===== config.mk =====
export PLATFORM = sky130hd
export DESIGN_NAME = grace_arb
export DESIGN_NICKNAME = d
export VERILOG_FILES = /design/src/rtl/grace_arb.sv
export SDC_FILE = /design/constraint.sdc
export NUM_CORES = 1
export LEC_CHECK = 0
export CAP_MARGIN = 5
export CORE_UTILIZATION = 40
export CTS_CLUSTER_DIAMETER = 120
export DETAILED_ROUTE_END_ITERATION = 8
export GPL_TIMING_DRIVEN = 0
export PLACE_DENSITY = 0.81
export REMOVE_ABC_BUFFERS = 1
export SYNTH_ARGS = -nofsm -noshare
export SYNTH_HDL_FRONTEND = slang
export SYNTH_SLANG_ARGS = --single-unit

===== constraint.sdc =====
create_clock -name Grace_Ck -period 3.54 [get_ports Grace_Ck]
set_input_delay 0.885 -clock Grace_Ck [delete_from_list [all_inputs] [get_ports Grace_Ck]]
set_output_delay 0.885 -clock Grace_Ck [all_outputs]
set_load 0.01 [all_outputs]

===== src/rtl/grace_arb.sv =====
// rtl/grace_arb.sv - round-robin arbiter onto the Grace slave bus.
// Define GRACE_ARB_TIMEOUT_EN to add the ack-timeout counter (limit TO) in WAIT.
module grace_arb #(
  parameter int NR = 4,
  parameter int DW = 32,
  parameter int WW = 1,
  parameter int AW = 8,
  parameter int TO = 15
) (
  input  logic               Grace_Ck,
  input  logic               Grace_Rs_N,
  input  logic               Grace_CE,
  input  logic [NR-1:0]      Req_Vld,
  input  logic [NR*WW-1:0]   Req_WR,
  input  logic [NR*AW-1:0]   Req_Ad,
  input  logic [NR*DW-1:0]   Req_WD,
  output logic [NR-1:0]      Req_Gnt,
  output logic [NR-1:0]      Rsp_Vld,
  output logic [DW-1:0]      Rsp_RD,
  output logic               Rsp_Err,
  output logic               Grace_CS,
  output logic [WW-1:0]      Grace_WR,
  output logic [AW-1:0]      Grace_Ad,
  output logic [DW-1:0]      Grace_WD,
  input  logic               Grace_Ac,
  input  logic [DW-1:0]      Grace_RD
);

  localparam int PW = $clog2(NR);

  typedef enum logic [1:0] {IDLE, ISSUE, WAIT, DRAIN} state_t;

  state_t        state;
  logic [PW-1:0] rr_ptr;
  logic [PW-1:0] cur_idx;
  logic [PW-1:0] win_idx;
  logic [PW-1:0] nxt_ptr;
  logic [PW:0]   cand;
  logic [WW-1:0] wr_lat;
  logic [NR-1:0] gnt_q;
  logic [NR-1:0] vld_q;
`ifdef GRACE_ARB_TIMEOUT_EN
  logic [7:0]    to_cnt;
  logic          err_q;
`endif

  // Scan downward from the pointer so the nearest requester at/after rr_ptr wins.
  always_comb begin
    win_idx = '0;
    cand    = '0;
    for (int k = NR - 1; k >= 0; k--) begin
      cand = {1'b0, rr_ptr} + (PW+1)'(k);
      if (cand >= (PW+1)'(NR)) cand = cand - (PW+1)'(NR);
      if (Req_Vld[cand[PW-1:0]]) win_idx = cand[PW-1:0];
    end
  end

  assign nxt_ptr = (win_idx == PW'(NR - 1)) ? '0 : win_idx + 1'b1;

  // Pulses are held in their registers until a CE cycle consumes them, and only shown while CE=1.
  assign Req_Gnt = gnt_q & {NR{Grace_CE}};
  assign Rsp_Vld = vld_q & {NR{Grace_CE}};
`ifdef GRACE_ARB_TIMEOUT_EN
  assign Rsp_Err = err_q & Grace_CE;
`else
  assign Rsp_Err = 1'b0;
`endif

  always_ff @(posedge Grace_Ck or negedge Grace_Rs_N) begin
    if (!Grace_Rs_N) begin
      state    <= IDLE;
      rr_ptr   <= '0;
      cur_idx  <= '0;
      wr_lat   <= '0;
      gnt_q    <= '0;
      vld_q    <= '0;
      Rsp_RD   <= '0;
      Grace_CS <= 1'b0;
      Grace_WR <= '0;
      Grace_Ad <= '0;
      Grace_WD <= '0;
`ifdef GRACE_ARB_TIMEOUT_EN
      to_cnt   <= '0;
      err_q    <= 1'b0;
`endif
    end else if (Grace_CE) begin
      gnt_q <= '0;
      vld_q <= '0;
`ifdef GRACE_ARB_TIMEOUT_EN
      err_q <= 1'b0;
`endif
      case (state)
        IDLE: begin
          if (|Req_Vld) begin
            cur_idx  <= win_idx;
            rr_ptr   <= nxt_ptr;
            gnt_q    <= NR'(1) << win_idx;
            wr_lat   <= Req_WR[int'(win_idx)*WW +: WW];
            Grace_Ad <= Req_Ad[int'(win_idx)*AW +: AW];
            Grace_WD <= Req_WD[int'(win_idx)*DW +: DW];
            state    <= ISSUE;
          end
        end
        ISSUE: begin
          Grace_CS <= 1'b1;
          Grace_WR <= wr_lat;
`ifdef GRACE_ARB_TIMEOUT_EN
          to_cnt   <= '0;
`endif
          state    <= WAIT;
        end
        WAIT: begin
          if (Grace_Ac) begin
            Rsp_RD   <= Grace_RD;
            vld_q    <= NR'(1) << cur_idx;
            Grace_CS <= 1'b0;
            Grace_WR <= '0;
            state    <= DRAIN;
          end
`ifdef GRACE_ARB_TIMEOUT_EN
          else if (to_cnt == 8'(TO - 1)) begin
            vld_q    <= NR'(1) << cur_idx;
            err_q    <= 1'b1;
            Grace_CS <= 1'b0;
            Grace_WR <= '0;
            state    <= DRAIN;
          end else begin
            to_cnt <= to_cnt + 8'd1;
          end
`endif
        end
        DRAIN: begin
          if (!Grace_Ac) state <= IDLE;
        end
        default: state <= IDLE;
      endcase
    end
  end

endmodule

; Word level (Yosys, flattened, before mapping)
; Cells that the tools add are included.
[totals]
ff_bits = 89
[op_classes]
add_sub_neg = 8
n_eq_ne = 7
order_cmp = 8
mux = 28
n_reduce_logical = 7
n_bitwise = 2
shifts = 5
[ops]
columns = operator, count
row1 = 128-bit by 8-bit variable part select with 32-bit output, 1
row2 = 32-bit by 6-bit variable part select with 8-bit output, 1
row3 = 2-bit 2-to-1 mux, 12
row4 = 4-bit 2-to-1 mux, 4
row5 = "2-bit by 3-bit < comparator with 1-bit output, second input constant", 4
row6 = "3-bit greater-or-equal comparator, second input constant", 3
row7 = 3-bit AND reduction, 3
row8 = 4-bit bitwise AND, 2
row9 = 1-bit binary-select mux with 2-bit select, 4
row10 = 2-bit one-hot mux with 4 select lines, 1
row11 = "1-bit by 2-bit left shift with 4-bit output, first input constant", 2
row12 = "2-bit by 1-bit subtractor with 2-bit output, second input constant", 4
row13 = "2-bit by 2-bit adder with 3-bit output, second input constant", 2
row14 = "2-bit == test, second input constant", 3
row15 = "2-bit inequality test, second input constant", 3
row16 = 1-bit 2-to-1 mux, 5
row17 = 1-bit one-hot mux with 2 select lines, 2
row18 = 4-bit AND reduction, 1
row19 = 4-bit OR reduction, 1
row20 = 4-bit by 3-bit variable part select with 1-bit output, 1
row21 = "2-bit by 1-bit adder with 3-bit output, second input constant", 1
row22 = "2-bit by 3-bit greater-or-equal comparator with 1-bit output, second input constant", 1
row23 = "2-bit by 1-bit adder with 2-bit output, second input constant", 1
row24 = "2-bit by 1-bit == test with 1-bit output, second input constant", 1
row25 = other kinds (2), 2

; Longest topological paths before layout
; Gate-level depths: netlist of run 1.
[depth]
depth_word = 12
ltp_mapped = 8

; Least setup slack after synthesis of run 1
; Ideal clock, no wire load.
[synth_timing]
path_type = input to output
from = input port Grace_CE
to = output port Req_Gnt[2]
cell_stages = 3
path_slack_ps = 1123
arrival_time_ps = 1532
path_cell_list = clkbuf_1 clkbuf_1 and2_1
[synth_between]
elab_chain_cells = 1
[synth_lines]
columns = element, line_no
row1 = from (decl), 12  ; input logic Grace_CE,
row2 = 4-bit bitwise AND, 61  ; assign Req_Gnt = gnt_q & {NR{Grace_CE}};
row3 = to (decl), 17  ; output logic [NR-1:0] Req_Gnt,
; No other way between the ends.

; Final worst setup path of run 1
[layout_timing]
from = input port Req_Vld[1]
to = register Grace_WD[22]
[layout_between]
elab_chain_cells = 7
elab_cells_between_ends = 15
classes_between = shift: 1 / mux: 12 / reduce/logical: 2
[layout_lines]
columns = element, line_no
row1 = from (decl), 13  ; input logic [NR-1:0] Req_Vld,
row2 = 1-bit binary-select mux with 2-bit select, 54  ; if (Req_Vld[cand[PW-1:0]]) win_idx = cand[PW-1:0];
row3 = 1-bit 2-to-1 mux (not written as such), 54
row4 = 2-bit 2-to-1 mux (4 in a row), 54
row5 = 128-bit by 8-bit variable part select with 32-bit output, 100  ; Grace_WD <= Req_WD[int'(win_idx)*DW +: DW];
row6 = to (signal assigned), 100
row7 = to (decl), 24  ; output logic [DW-1:0] Grace_WD,
; Several ways; a longest one is shown, not always the timed one. The select of a mux whose other input is x is not followed.
; A chain may end at the register's enable or synchronous reset.

==> impl_metrics.yaml, run 1 <==
cells_and_area:
  drive_gt1_share_pct: 11.44
  fillers: 926
  final_cell_mix: "clkdlybuf4s50_1 (283), dfrtp_1 (89), nor2_1 (51), mux2i_1 (41), and3_1 (41)"
  area_growth_pct: 64.30
  fin_cells: 876
  diodes: 0
  fin_nets: 914
  final_common_cell: "clkdlybuf4s50_1"
worst_hold_path:
  worstHoldStart: "vld_q[1]"
  holdCritPathClass: "reg2reg"
  holdPathEnd: "vld_q[1]"
  hold_path_depth: 1
worst_setup_path:
  setup.worst_path.start_class: "input pin"
  worst_r2r_endpoint: "Grace_WD[22]"
  reg2reg_slack_ns: 0.73
  r2r_cells: 6
  worst-path-buf-inv: 2
  crit_required_ns: 3.72
  worstSetupEndpointType: "register"
  path_cells: "clkdlybuf4s50_1 > a21boi_0 > o32a_4 > and2_4 > bufinv_8 > a2111oi_0 > a211oi_1"
  cp.arrival_ns: 3.66
  crit_type: "in2reg"
  crit_cells: 7
  critPathMaxFanout: 85
  cp_slowest_cell: "a2111oi_0"
  slowest_delay_ns: 0.66
  r2r_start: "rr_ptr[1]"
  critical-path-top-delay-family: "compound AO/OA/AOI/OAI gates"
timing:
  slew_viol_final: 0
  worstMarginPinSlew_ns: 0.8554
  fmax_mhz: 287.1
  finalCriticalPeriod_ns: 3.484
  slew_headroom_pct: 42.91
  min_period_over_period_pct: 98.40
  finalHoldViolCount: 0
  fin_ws_ns: 0.05648
  setup_viol: 0
  skew_ns: 0.006631
  rsz0062_at_grt: "false"
cts:
  clk_latency_ns: 0.33
  cts_root_buf: "clkbuf_16"
  cts.sinks: 89
  path_clk_slew_ns: 0.07
  hold_buffers: 0
  htreeDepth: 3
  cts_tree: "yes"
  numCtsBuffers: 9
  postCtsSetupBuffers: 0
  cts_buffer_depth: 2
synth:
  synth_simple_gate_area_share_pct: 11.03
  synthXorXnorAreaFrac_pct: 0
  syn_inst: 446
  synth_area_mm2: 0.005012
  dominantRegCellSynth: "dfrtp_1"
  yosysSeqAreaShare_pct: 44.43
  ys.warnings.count: 0
  synth_top_area_cell: "dfrtp_1"
  synth.area.mux_share_pct: 15.83
  synthAdderAreaFrac_pct: 1.498
  synth-compound-area-share_pct: 20.34
  avgSynthCellArea_um2: 11.24
  yosysUniqueCellTypes: 39
  async_flop_share_pct: 100.0
  synth_top_area_share_pct: 44.43
  synth-seq-cells: 89
  synth_edf_count: 0
  synth_top_family_by_area: "compound AO/OA/AOI/OAI gates"
  ys_top_cells_by_area: "dfrtp_1 (44%), mux2i_1 (8.2%), mux2_2 (7.6%)"
die:
  die_x_um: 113.9
  start_util_pct: 41.38
  core_area_mm2: 0.01211
  dieHeight_um: 113.9
  rows: 40
  ios: 287
  dieArea_mm2: 0.01298
grt:
  grt_use_met1_pct: 26.91
  grt_pass1_wl_um: 25100
  busiest_layer: "met2"
  first_global_vias: 4925
  antenna_found_initial: 0
  use_met2_pct: 46.59
  track_usage_pct: 25.12
  grt_overflow: 0
  grt_max_degree: 86
  use_met3_pct: 5.951
route:
  vias: 4769
  drtIter0Drc: 252
  final_antenna_net_count: 0
  drc_errors: 0
  post_drt_via_cell_ratio: 5.444
  drt-total-wl_um: 16590
  dr.pass1.iters: 4
  wl_per_cell_um: 18.94
run:
  drv_cap: 0
pwr:
  pwr-share-comb_pct: 51.9
  pwr-share-clk_pct: 17.6
  switching_share_pct: 35.50
  seqPwrFrac_pct: 30.6
  power_switching_mw: 2.062
  power_per_cell_area_mw_per_mm2: 705.1
  internal_power_mw: 3.745
  max-vdd-ir-drop_v: 0.0003582
  p_leak_nw: 3.358
place:
  dp_slack_ns: -0.4601
  place_congestion: 0.7810
  placedCellCount: 861
  portBuffers: 285
  dp_hpwl_um: 11770
status:
  status: "finished, final reports clean"
[final cells by class]
class | count | area, um2 | share of cell area [%]
flip-flops and latches | 89 | 2227 | 27.04
inverters | 15 | 70.07 | 0.8508
clock inverters | 5 | 81.33 | 0.9875
repair buffers | 289 | 2944 | 35.75
multi-input cells | 300 | 2474 | 30.04
clock buffers | 10 | 229.0 | 2.780
well taps | 168 | 210.2 | 2.552
[stage by stage]
| step | utilization [%] | hold WS [ns] | TNS (ns) | power, mW | cell area, um2 |
|---|---|---|---|---|---|
| finish | 68.00 | 0.4971 | 0 | 5.807 | 8235 |
| global route | 68.00 | 0.5097 | 0 | 6.124 | 8235 |
| CTS | 67.79 | 0.4967 | 0 | 5.826 | 8210 |
| detailed placement | 65.22 | 0.4815 | -15.79 | 4.782 | 7899 |
| global placement | 64.35 | 0.4717 | -197.80 | 4.626 | 7794 |
| floorplan | - | 0.4556 | 0 | 3.188 | 4731 |
[metal layers]
| layer | up-vias | routed length (um) |
|---|---|---|
| li1 | 2189 | - |
| met1 | 2311 | 6187 |
| met2 | 233 | 8590 |
| met3 | 34 | 1307 |
| met4 | 2 | 501 |
| met5 | - | 5 |
[flip-flops by register name, indices dropped and copies added, names as in the netlist]
name,count
Grace_WD,32
Rsp_RD,32
Grace_Ad,8
gnt_q,4
vld_q,4
cur_idx,2
rr_ptr,2
state,2
Grace_CS,1
Grace_WR,1
wr_lat,1
[worst reg2reg max path: stages, from the launching register on]
cell and delay, ns:
dfrtp_1 0.45, a21boi_0 0.23, o32a_4 0.51, and2_4 0.25, bufinv_8 0.32, a2111oi_0 0.79
a211oi_1 0.10
[cells in the mapped netlist, types with 2 or more instances]
master,number
dfrtp_1,89
nor2_1,51
and3_1,42
mux2i_1,41
mux2_2,34
a2111oi_0,28
a211oi_1,28
clkbuf_1,25
inv_1,14
a211oi_2,13
nand2_1,9
a2111oi_1,7
a2111oi_4,6
buf_6,6
ha_1,6
o21ai_0,5
a21oi_1,4
buf_2,4
o32ai_1,4
buf_8,3
nand3_1,3
a21o_1,2
and2_1,2
and2_4,2
buf_12,2
buf_4,2
o21ai_1,2
[worst max-delay path by stage]
stage                    start      endpoint  slack (ns)
global placement    Grace_Rs_N  Grace_WD[15]       -1.68
floorplan           Req_Vld[0]   Grace_Ad[0]        0.51
finish              Req_Vld[1]  Grace_WD[22]        0.06
global route          Grace_CE    Req_Gnt[1]        0.03
detailed placement  Req_Vld[2]   Grace_WD[8]       -0.46
CTS                 Req_Vld[1]   Grace_WD[8]        0.05
[cells by family after synthesis]
family / after synthesis
AO/OA/AOI/OAI: 106
adder cells (fa/ha/maj): 6
AND/OR/NAND/NOR: 112
flip-flops: 89
other: 1
multiplexers: 75
buffers and inverters: 57
[power by group through the flow]
stage               Combinational (mW)  Sequential, mW  Clock, mW
floorplan                         1.23            1.96          0
global placement                  2.87            1.75          0
detailed placement                3.00            1.78          0
CTS                               3.02            1.77       1.04
global route                      3.23            1.82       1.07
finish                            3.01            1.77       1.02
[what timing repair did]
action                                  CTS  global route
cloned                                    0             0
hold endpoints to repair                  0             0
resized for setup                         2             3
endpoints found under the setup margin   32            23
Note: power is estimated with default switching activity, not from simulation.
==> inputs of run 2 (changes only) <==
- CORE_UTILIZATION: 40 -> 39
- PLACE_DENSITY: 0.81 -> 0.79
- clock period: 3.54 -> 3.24 ns (I/O delays scaled with it)
==> run 2 against run 1 <==
  * The run now ends with setup timing left
  * Global-route usage decreased by 1.5 points
  * Utilization decreased by 2.1 points
  * Sequential power increased by 9.6%
  * Critical path depth unchanged
  * Sequential share of layout area decreased by 0.15 points
  * Sequential cell count unchanged
==> impl_metrics.yaml, run 2 (same netlist as run 1, synthesis figures left out) <==
timing:
  fin_ws_ns: -0.000002665
  fmax_mhz: 308.6
  finalCriticalPeriod_ns: 3.240
  rsz0062_at_grt: "true"
  worstMarginPinSlew_ns: 0.8691
  finalHoldViolCount: 0
  skew_ns: 0.01153
  slew_viol_final: 0
  setup_viol: 1
  min_period_over_period_pct: 100.0
  slew_headroom_pct: 42.00
route:
  wl_per_cell_um: 19.02
  dr.pass1.iters: 4
  drtIter0Drc: 202
  drt-total-wl_um: 16790
  drc_errors: 0
  vias: 4734
  post_drt_via_cell_ratio: 5.361
  final_antenna_net_count: 0
worst_setup_path:
  reg2reg_slack_ns: 0.50
  slowest_delay_ns: 0.65
  crit_type: "in2reg"
  crit_required_ns: 3.42
  worst_r2r_endpoint: "Grace_WD[21]"
  cp.arrival_ns: 3.42
  setup.worst_path.start_class: "input pin"
  worstSetupEndpointType: "register"
  setup.worst_path.start: "Req_Vld[1]"
  cp_slowest_cell: "clkdlybuf4s50_1"
  r2r_start: "rr_ptr[1]"
  critPathMaxFanout: 85
  path_cells: "clkdlybuf4s50_1 > a21boi_2 > o32a_4 > and2_4 > inv_8 > a2111oi_0 > a211oi_1"
  worst-path-buf-inv: 2
  critical-path-top-delay-family: "compound AO/OA/AOI/OAI gates"
  r2r_cells: 6
cells_and_area:
  multi_input_area_mm2: 0.002496
  area_growth_pct: 65.20
  reg_top3: "Grace_WD x32, Rsp_RD x32, Grace_Ad x8"
  final_common_cell: "clkdlybuf4s50_1"
  fin_nets: 915
  drive_gt1_share_pct: 12.11
  seq_area_mm2: 0.002227
  fin_cells: 883
  final_cell_mix: "clkdlybuf4s50_1 (283), dfrtp_1 (89), nor2_1 (51), mux2i_1 (41), and3_1 (41)"
  fillers: 987
pwr:
  power_per_cell_area_mw_per_mm2: 769.1
  internal_power_mw: 4.118
  pwr-share-comb_pct: 51.6
  total_power_mw: 6.369
  p_leak_nw: 3.366
  seqPwrFrac_pct: 30.5
  max-vdd-ir-drop_v: 0.0004018
  switching_share_pct: 35.33
  pwr-share-clk_pct: 17.9
  power_switching_mw: 2.250
die:
  die_x_um: 115.4
  start_util_pct: 39.88
  dieArea_mm2: 0.01331
  dieHeight_um: 115.4
  rows: 41
  core_area_mm2: 0.01257
  ios: 287
worst_hold_path:
  holdCritPathClass: "in2async"
place:
  dp_slack_ns: -0.6728
  dp_hpwl_um: 11680
  placedCellCount: 865
  place_congestion: 0.7408
  portBuffers: 285
grt:
  grt_pass1_wl_um: 24180
  grt_max_degree: 86
  track_usage_pct: 23.64
  first_global_vias: 4717
  grt_overflow: 0
  antenna_found_initial: 1
cts:
  cts_root_buf: "clkbuf_16"
  clk_latency_ns: 0.33
  htreeDepth: 3
  cts.sinks: 89
  postCtsSetupBuffers: 0
  cts_buffer_depth: 2
  path_clk_slew_ns: 0.07
  numCtsBuffers: 9
  cts_tree: "yes"
status:
  status: "complete, but fails checks"
  violations: "setup timing"
run:
  drv_cap: 0
[run 2: layout make-up]
cell class	instances	share of cell area [%]
Clock inverter	5	1.028
Sequential cell	89	26.90
Tap cell	172	2.599
Timing Repair Buffer	289	35.60
Antenna cell	1	0.03022
Clock buffer	11	2.931
Inverter	15	0.7706
Multi-Input combinational cell	301	30.15
[run 2: power groups by stage]
stage / clock network (mW) / registers (mW) / logic, mW
3_3_place_gp: 0 / 1.92 / 3.13
2_1_floorplan: 0 / 2.14 / 1.34
3_5_place_dp: 0 / 1.95 / 3.26
4_1_cts: 1.17 / 1.94 / 3.27
6_report: 1.14 / 1.94 / 3.28
5_1_grt: 1.21 / 2.01 / 3.52
[run 2: repair_timing]
action,in CTS,in global routing
resized for setup,5,7
setup endpoints to repair,48,34
hold buffers,0,0
cloned,0,1
pin swaps,0,1
[run 2: worst max path at each step]
stage | endpoint | slack, ns | cells after the start
finish | Grace_WD[21] | -0.000003 | 7
global route | Grace_WD[26] | -0.01 | 7
CTS | Grace_WD[22] | 0.005 | 7
detailed placement | Grace_WD[4] | -0.67 | 7
global placement | Grace_WD[10] | -1.93 | 1
floorplan | Grace_Ad[0] | 0.28 | 5
[run 2: layer usage]
metal	up-vias	track usage, %	routed length [um]
met5	-	0	0
met4	0	8.658	301
met2	230	43.11	8566
met1	2285	26.19	6397
met3	22	6.378	1527
li1	2197	-	-
[run 2: metrics by stage]
step | utilization [%] | area, um2 | hold slack (ns) | TNS (ns)
2_1_floorplan | - | 4731 | 0.4556 | 0
3_3_place_gp | 62.05 | 7799 | 0.4716 | -244.97
3_5_place_dp | 62.95 | 7911 | 0.4916 | -26.58
4_1_cts | 65.68 | 8255 | 0.4683 | 0
5_1_grt | 65.88 | 8280 | 0.4884 | -0.01870
6_report | 65.88 | 8280 | 0.4516 | -0.000002665
[run 2: worst reg2reg max path: stages (launching register included)]
cell       delay [ns]
dfrtp_1          0.53
mux2_2           0.42
nand2_4          0.35
and2_4           0.29
inv_8            0.14
a2111oi_0        0.78
a211oi_1         0.09
==> inputs of run 3 (changes only) <==
- PLACE_DENSITY: 0.79 -> 0.82
==> run 3 against run 2 <==
  * The run now ends clean
  * Die area unchanged
  * Utilization up 0.25 points
  * Critical path type unchanged
  * Sequential cell count unchanged
==> impl_metrics.yaml, run 3 (same netlist as run 1, synthesis figures left out) <==
status:
  status: "finished, final reports clean"
cts:
  postCtsSetupBuffers: 0
  cts_tree: "yes"
  htreeDepth: 3
  cts.sinks: 89
  numCtsBuffers: 9
  hold_buffers: 0
  cts_buffer_depth: 2
  clk_latency_ns: 0.34
  path_clk_slew_ns: 0.07
  cts_root_buf: "clkbuf_16"
pwr:
  pwr-share-clk_pct: 16.9
  max-vdd-ir-drop_v: 0.0003187
  power_switching_mw: 2.357
  seqPwrFrac_pct: 30.5
  power_per_cell_area_mw_per_mm2: 771.1
  pwr-share-comb_pct: 52.6
  p_leak_nw: 3.360
  switching_share_pct: 36.77
  internal_power_mw: 4.053
cells_and_area:
  final_cell_mix: "clkdlybuf4s50_1 (283), dfrtp_1 (89), nor2_1 (51), mux2i_1 (41), and3_1 (41)"
  fin_cells: 885
  drive_gt1_share_pct: 13.06
  reg_top3: "Grace_WD x32, Rsp_RD x32, Grace_Ad x8"
  area_growth_pct: 65.83
  seq_area_mm2: 0.002227
  multi_input_area_mm2: 0.002557
  fin_nets: 917
  fillers: 942
  final_common_cell: "clkdlybuf4s50_1"
  final_cell_area_mm2: 0.008312
die:
  core_area_mm2: 0.01257
  start_util_pct: 39.88
  dieHeight_um: 115.4
  ios: 287
  rows: 41
  die_x_um: 115.4
  dieArea_mm2: 0.01331
worst_setup_path:
  setup.worst_path.start_class: "input pin"
  crit_required_ns: 3.44
  cp.arrival_ns: 3.34
  r2r_cells: 6
  worstSetupEndpointType: "register"
  crit_type: "in2reg"
  critPathMaxFanout: 85
route:
  wl_per_cell_um: 20.52
  drc_errors: 0
  final_antenna_net_count: 0
  dr.pass1.iters: 4
  drtIter0Drc: 241
  post_drt_via_cell_ratio: 5.479
  vias: 4849
  drt-total-wl_um: 18160
timing:
  rsz0062_at_grt: "false"
  worstMarginPinSlew_ns: 0.8318
  slew_viol_final: 0
  setup_viol: 0
  finalCriticalPeriod_ns: 3.142
  fmax_mhz: 318.3
  finalHoldViolCount: 0
  skew_ns: 0.008382
  min_period_over_period_pct: 96.97
  slew_headroom_pct: 44.49
grt:
  track_usage_pct: 24.91
  grt_max_degree: 86
  grt_overflow: 0
  antenna_found_initial: 1
  first_global_vias: 4862
  grt_pass1_wl_um: 25210
worst_hold_path:
  holdCritPathClass: "in2async"
place:
  placedCellCount: 865
  dp_hpwl_um: 12470
  place_congestion: 0.8020
  portBuffers: 285
  dpl-instance-area_mm2: 0.007904
run:
  drv_cap: 0
-- run 3: power groups by stage --
| stage | registers, mW | clock network (mW) | logic [mW] |
|---|---|---|---|
| after detailed placement | 1.96 | 0 | 3.28 |
| after CTS | 1.94 | 1.09 | 3.30 |
| after global routing | 2.01 | 1.13 | 3.61 |
| after floorplan | 2.14 | 0 | 1.34 |
| after global placement | 1.91 | 0 | 3.14 |
| final | 1.95 | 1.08 | 3.37 |
-- run 3: repair_timing --
item | 4_1_cts | 5_1_grt
pin swaps | 1 | 1
cloned | 0 | 3
endpoints found under the setup margin | 48 | 38
resized for setup | 6 | 26
-- run 3: worst max-delay path: stages --
cell and delay, ns:
clkdlybuf4s50_1 0.67, a21boi_2 0.35, o32a_4 0.35, and2_4 0.23, inv_8 0.19, a2111oi_0 0.59
a211oi_1 0.09
-- run 3: worst paths after layout --
path	start	to	slack (ns)
max in group asynchronous	Grace_Rs_N	Rsp_RD[27]	2.20
setup / recovery	Req_Vld[1]	Grace_WD[17]	0.1
hold reg to reg	vld_q[1]	vld_q[1]	0.50
setup reg to reg	rr_ptr[1]	Grace_WD[17]	0.59
min in group Grace_Ck	vld_q[1]	vld_q[1]	0.50
hold / removal	Grace_Rs_N	vld_q[1]	0.40
-- run 3: routing by layer --
layer	up-vias	global-route usage (%)	wire (um)
met3	38	8.118	1674
met4	0	10.30	456
met5	-	0	0
met2	240	45.43	9199
met1	2359	26.27	6825
li1	2212	-	-
-- run 3: cell type report --
| type | instances | area share [%] |
|---|---|---|
| clock buffer | 11 | 2.920 |
| inverter | 15 | 0.7677 |
| multi-input combinational | 303 | 30.77 |
| timing repair buffer | 289 | 35.38 |
| sequential | 89 | 26.80 |
| clock inverter | 5 | 0.7527 |
| tap | 172 | 2.589 |
| antenna | 1 | 0.03011 |
-- run 3: per-stage QoR --
step	setup TNS [ns]	utilization (%)	total power [mW]	hold WS, ns	setup WS [ns]
after floorplan	0	-	3.483	0.4556	0.2801
after global placement	-236.49	62.05	5.057	0.4666	-1.933
after detailed placement	-26.72	62.89	5.244	0.4873	-0.7547
after CTS	0	65.48	6.340	0.4122	0.006782
after global routing	0	66.13	6.744	0.4242	0.04317
final	0	66.13	6.409	0.4013	0.09802
